[config.mk]
export PLATFORM = sky130hd
export DESIGN_NAME = uart_tx_fsm
export DESIGN_NICKNAME = d
export VERILOG_FILES = /design/src/rtl/uart_tx_fsm.sv
export SDC_FILE = /design/constraint.sdc
export NUM_CORES = 1
export LEC_CHECK = 0
export ABC_AREA = 1
export BUFFER_PORTS_ARGS = -buffer_cell sky130_fd_sc_hd__buf_2
export CORE_MARGIN = 2
export CORE_UTILIZATION = 51
export CTS_CLUSTER_SIZE = 16
export DETAILED_ROUTE_END_ITERATION = 10
export PLACE_DENSITY = 0.81
export SLEW_MARGIN = 15
export SYNTH_ARGS = -nofsm -noshare
export SYNTH_HDL_FRONTEND = slang
export SYNTH_SLANG_ARGS = --single-unit
export TNS_END_PERCENT = 5
[constraint.sdc]
create_clock -name clk -period 1.3 [get_ports clk]
set_clock_uncertainty 0.05 [all_clocks]
set_input_delay 0 -clock clk [delete_from_list [all_inputs] [get_ports clk]]
set_output_delay 0 -clock clk [all_outputs]
set_load 0.05 [all_outputs]
[src/rtl/uart_tx_fsm.sv]
// UART transmitter: start bit, LSB-first data, optional even parity, stop bit.
// Each serial bit is held for CLKS_PER_BIT clocks; outputs are registered from next-state.
module uart_tx_fsm #(
    parameter int WORD_LENGTH  = 8,
    parameter int CLKS_PER_BIT = 16,
    parameter int PARITY_EN    = 0
) (
    input  logic                   clk,
    input  logic                   reset,
    input  logic [WORD_LENGTH-1:0] DataIn,
    input  logic                   start,
    output logic                   SerialDataOut,
    output logic                   busy,
    output logic                   done
);

    localparam int CNT_W = $clog2(CLKS_PER_BIT);
    localparam int IDX_W = (WORD_LENGTH > 1) ? $clog2(WORD_LENGTH) : 1;
    localparam logic [CNT_W-1:0] CNT_LAST = CNT_W'(CLKS_PER_BIT - 1);
    localparam logic [IDX_W-1:0] IDX_LAST = IDX_W'(WORD_LENGTH - 1);

    typedef enum logic [2:0] {
        IDLE     = 3'd0,
        STARTBIT = 3'd1,
        DATA     = 3'd2,
        PARITY   = 3'd3,
        STOPBIT  = 3'd4,
        DONE     = 3'd5
    } state_t;

    state_t                 state_q, state_d;
    logic [CNT_W-1:0]       cnt_q, cnt_d;
    logic [IDX_W-1:0]       idx_q, idx_d;
    logic [WORD_LENGTH-1:0] shreg_q, shreg_d;
    logic                   par_q, par_d;
    logic                   line_q, line_d;
    logic                   busy_q, busy_d;
    logic                   done_q, done_d;
    logic                   bit_end;

    always_comb begin
        state_d = state_q;
        cnt_d   = cnt_q;
        idx_d   = idx_q;
        shreg_d = shreg_q;
        par_d   = par_q;
        bit_end = (cnt_q == CNT_LAST);

        case (state_q)
            IDLE: begin
                cnt_d = '0;
                idx_d = '0;
                if (start) begin
                    shreg_d = DataIn;
                    par_d   = ^DataIn;
                    state_d = STARTBIT;
                end
            end
            STARTBIT: begin
                cnt_d = cnt_q + CNT_W'(1);
                if (bit_end) begin
                    cnt_d   = '0;
                    state_d = DATA;
                end
            end
            DATA: begin
                cnt_d = cnt_q + CNT_W'(1);
                if (bit_end) begin
                    cnt_d   = '0;
                    shreg_d = shreg_q >> 1;
                    idx_d   = idx_q + IDX_W'(1);
                    if (idx_q == IDX_LAST) begin
                        idx_d = '0;
                        if (PARITY_EN != 0) state_d = PARITY;
                        else                state_d = STOPBIT;
                    end
                end
            end
            PARITY: begin
                cnt_d = cnt_q + CNT_W'(1);
                if (bit_end) begin
                    cnt_d   = '0;
                    state_d = STOPBIT;
                end
            end
            STOPBIT: begin
                cnt_d = cnt_q + CNT_W'(1);
                if (bit_end) begin
                    cnt_d   = '0;
                    state_d = DONE;
                end
            end
            DONE: begin
                cnt_d   = '0;
                state_d = IDLE;
            end
            default: begin
                cnt_d   = '0;
                idx_d   = '0;
                state_d = IDLE;
            end
        endcase

        // Outputs follow the state being entered so the line changes on the accepting edge.
        line_d = 1'b1;
        busy_d = (state_d != IDLE);
        done_d = (state_d == DONE);
        case (state_d)
            STARTBIT: line_d = 1'b0;
            DATA:     line_d = shreg_d[0];
            PARITY:   line_d = par_d;
            default:  line_d = 1'b1;
        endcase
    end

    always_ff @(posedge clk) begin
        if (!reset) begin
            state_q <= IDLE;
            cnt_q   <= '0;
            idx_q   <= '0;
            shreg_q <= '0;
            par_q   <= 1'b0;
            line_q  <= 1'b1;
            busy_q  <= 1'b0;
            done_q  <= 1'b0;
        end else begin
            state_q <= state_d;
            cnt_q   <= cnt_d;
            idx_q   <= idx_d;
            shreg_q <= shreg_d;
            par_q   <= par_d;
            line_q  <= line_d;
            busy_q  <= busy_d;
            done_q  <= done_d;
        end
    end

    assign SerialDataOut = line_q;
    assign busy          = busy_q;
    assign done          = done_q;

endmodule

==> impl_metrics.env <==
export IMPL_status="finished, violations left"
export IMPL_failed_checks="setup timing"
export IMPL_ys_types=24
export IMPL_std_cell_rows=17
export IMPL_cp_required_ns=1.47
export IMPL_fmax_ghz=0.722
export IMPL_ctsLongestPathBuffers=2
export IMPL_route_top_layer_used="met4"
export IMPL_viasPerCell=5.08
export IMPL_crit_path_start_kind="register"
export IMPL_h_tree_depth=1
export IMPL_hold_path_class="input port to register"
export IMPL_port_buffers=13
export IMPL_crit_end="SerialDataOut"
export IMPL_drv_cap=0
export IMPL_ant_nets=0
export IMPL_fin_crit_sh_pct=107
export IMPL_clkSinkCount=22
export IMPL_hold_viol=0
export IMPL_rsz0062_at_grt="true"
export IMPL_antenna_cells=0
export IMPL_dpl_hpwl_um=1970
export IMPL_wl_met2_um=1360
export IMPL_start_util_pct=54.8
export IMPL_finalNetCount=238
export IMPL_routabilityCongestion=0.948
export IMPL_criticalPathCategory="register to register"
export IMPL_grt_pass1_wl_um=5010
export IMPL_dp_cells=238
export IMPL_yosys_area_top_type="dfxtp_1"
export IMPL_critPathArrivalTime_ns=1.55
export IMPL_wl_per_cell_um=11.4
export IMPL_dr_wl_met3_um=128
export IMPL_stdcell_count=251
export IMPL_ir_worst_vdd_v=0.000755
export IMPL_grt_max_degree=13
export IMPL_synthTopCellsByArea="dfxtp_1 36%, nand2_1 17%, inv_1 8.9%"
export IMPL_slew_headroom_pct=79.8
export IMPL_path_clk_slew_ns=0.12
export IMPL_antenna_found_initial=0
export IMPL_syn_cell_area_um2=1220
export IMPL_drc=0
export IMPL_clkLatencyLatePin_ns=0.31
export IMPL_r2r_end="SerialDataOut"
export IMPL_tns_ns=-0.201
export IMPL_routed_wl_um=2870
export IMPL_cts_tree="done"
export IMPL_nFillCells=183
export IMPL_finalWorstSetupSlack_ns=-0.0854
export IMPL_hold_start="start"
export IMPL_grt_total_usage_pct=24.4
export IMPL_design_core_area_um2=2230
export IMPL_r2r_start="cnt_q[0]"
export IMPL_crit_path_start="cnt_q[0]"
export IMPL_drt_iter0_drc=23
export IMPL_drtPass1Iterations=4
export IMPL_worstRegToRegCells=10
export IMPL_io_pins=14
export IMPL_power_per_cell_area_nw_per_um2=879
export IMPL_leakage_nw=0.817
export IMPL_die_y_um=53.0
export IMPL_die_w_um=53.0
export IMPL_grt_pass1_vias=1227
export IMPL_syn_to_final_growth_pct=29.5
export IMPL_drive_gt1_share_pct=24.7
export IMPL_dpl_cell_area_um2=1430
export IMPL_slew_viol_final=0
export IMPL_dieArea_um2=2810
export IMPL_ys_seq_area_share_pct=36.0
export IMPL_syn_nets=203
export IMPL_syn_area_per_cell_um2=6.48
export IMPL_synth_warnings=0
export IMPL_ys_seq_elements=22
export IMPL_tightest_slew_ns=0.300
export IMPL_wl_met1_um=1320
export IMPL_cp_end_kind="register"
export IMPL_vias=1276
export IMPL_post_route_min_period_ns=1.39
export IMPL_cts_buffers=3
export IMPL_final_area_um2=1590
export IMPL_grt_overflow_total=0
export IMPL_synthesis_instances=189
export IMPL_synth_top_area_share_pct=36.0
export IMPL_setup_viol=9
export IMPL_root_buffer="clkbuf_4"
export IMPL_rrSetupSlack_ns=-0.09
export IMPL_cp_max_fo=4
## through the flow
| stage | utilization [%] | power, mW | worst slack (ns) | hold slack (ns) |
|---|---|---|---|---|
| 3_3_place_gp | 63.9 | 0.983 | -0.100 | 0.216 |
| 2_1_floorplan | - | 0.902 | -0.00261 | 0.0623 |
| 5_1_grt | 71.0 | 1.46 | -0.169 | 0.158 |
| 3_5_place_dp | 63.9 | 0.996 | -0.113 | 0.222 |
| 6_report | 71.0 | 1.39 | -0.0854 | 0.0894 |
| 4_1_cts | 70.1 | 1.39 | -0.0879 | 0.0829 |
## critical path, stage by stage, from the launching register on
cell and delay (ns):
dfxtp_2 0.37, ha_4 0.17, nand2_4 0.06, nor2_4 0.13, nor2_2 0.07, nor2_1 0.10, nor2_1 0.05, nor2_1 0.12
nand2_1 0.06, nand2_1 0.06, nand3_1 0.06
## area by class of cell
type                    count  area (um^2)  share of cell area, %
clock buffers               4         36.3                   2.29
inverters                  33          124                   7.81
multi-input cells         133          712                   44.9
flip-flops and latches     22          447                   28.2
well taps                  28         35.0                   2.21
repair buffers             31          233                   14.7
## cells in the mapped netlist, drive strengths merged
master	instances
xor2	1
ha	3
nand3	9
a21oi	12
nor2	28
nand4	1
dfxtp	22
nand2	59
nor4	1
or2	1
a22oi	6
clkbuf	1
xnor2	1
o211ai	1
nor3b	1
inv	33
nor3	1
o21bai	1
o21ai	7
## flip-flops by register name, summed over array words and instances (netlist names)
signal and cells:
busy 1, shreg_q 8, state_q 3, idx_q 3, par_q 1, done 1, SerialDataOut 1, cnt_q 4
## repair_timing
action | in CTS | in global routing
hold buffers | 8 | 0
resized for setup | 6 | 8
buffers inserted | 1 | 0
endpoints found under the setup margin | 15 | 19
endpoints found under the hold margin | 12 | 0
pin swaps | 4 | 1
## power breakdown
group          switching (mW)  internal, mW  total [mW]
Combinational           0.167         0.121       0.288
Clock                   0.208         0.171       0.380
Sequential             0.0187         0.707       0.726
## kinds of logic (layout without fill, tap and decap cells)
family	after synthesis	in the layout	share of synthesized area, %
AO/OA/AOI/OAI	27	27	13.0
adder cells (fa/ha/maj)	3	3	3.06
flip-flops	22	22	36.0
buffers and inverters	34	68	10.4
AND/OR/NAND/NOR	101	101	36.2
XOR/XNOR	2	2	1.43
## cells in the final DEF, fill, tap and decap left out, types with 6 or more instances in the layout
master          n
a21oi_1        10
a22oi_1         6
buf_2          13
buf_4           9
dfxtp_1        17
dlygate4sd3_1   8
inv_1          28
nand2_1        55
nand3_1         8
nor2_1         20
## routing by layer
metal	vias up	GRT usage [%]
li1	657	-
met1	583	27.9
met2	30	42.9
met3	6	5.65
met4	0	10.3
met5	-	0
## worst min-delay path by stage
stage               slack [ns]  cells after the start         end
floorplan                 0.06                      2  state_q[1]
global placement          0.22                      3  state_q[1]
detailed placement        0.22                      3  state_q[1]
CTS                       0.08                      6       par_q
global route              0.16                      6       par_q
finish                    0.09                      6       par_q
Power figures use the tool's default switching activity.
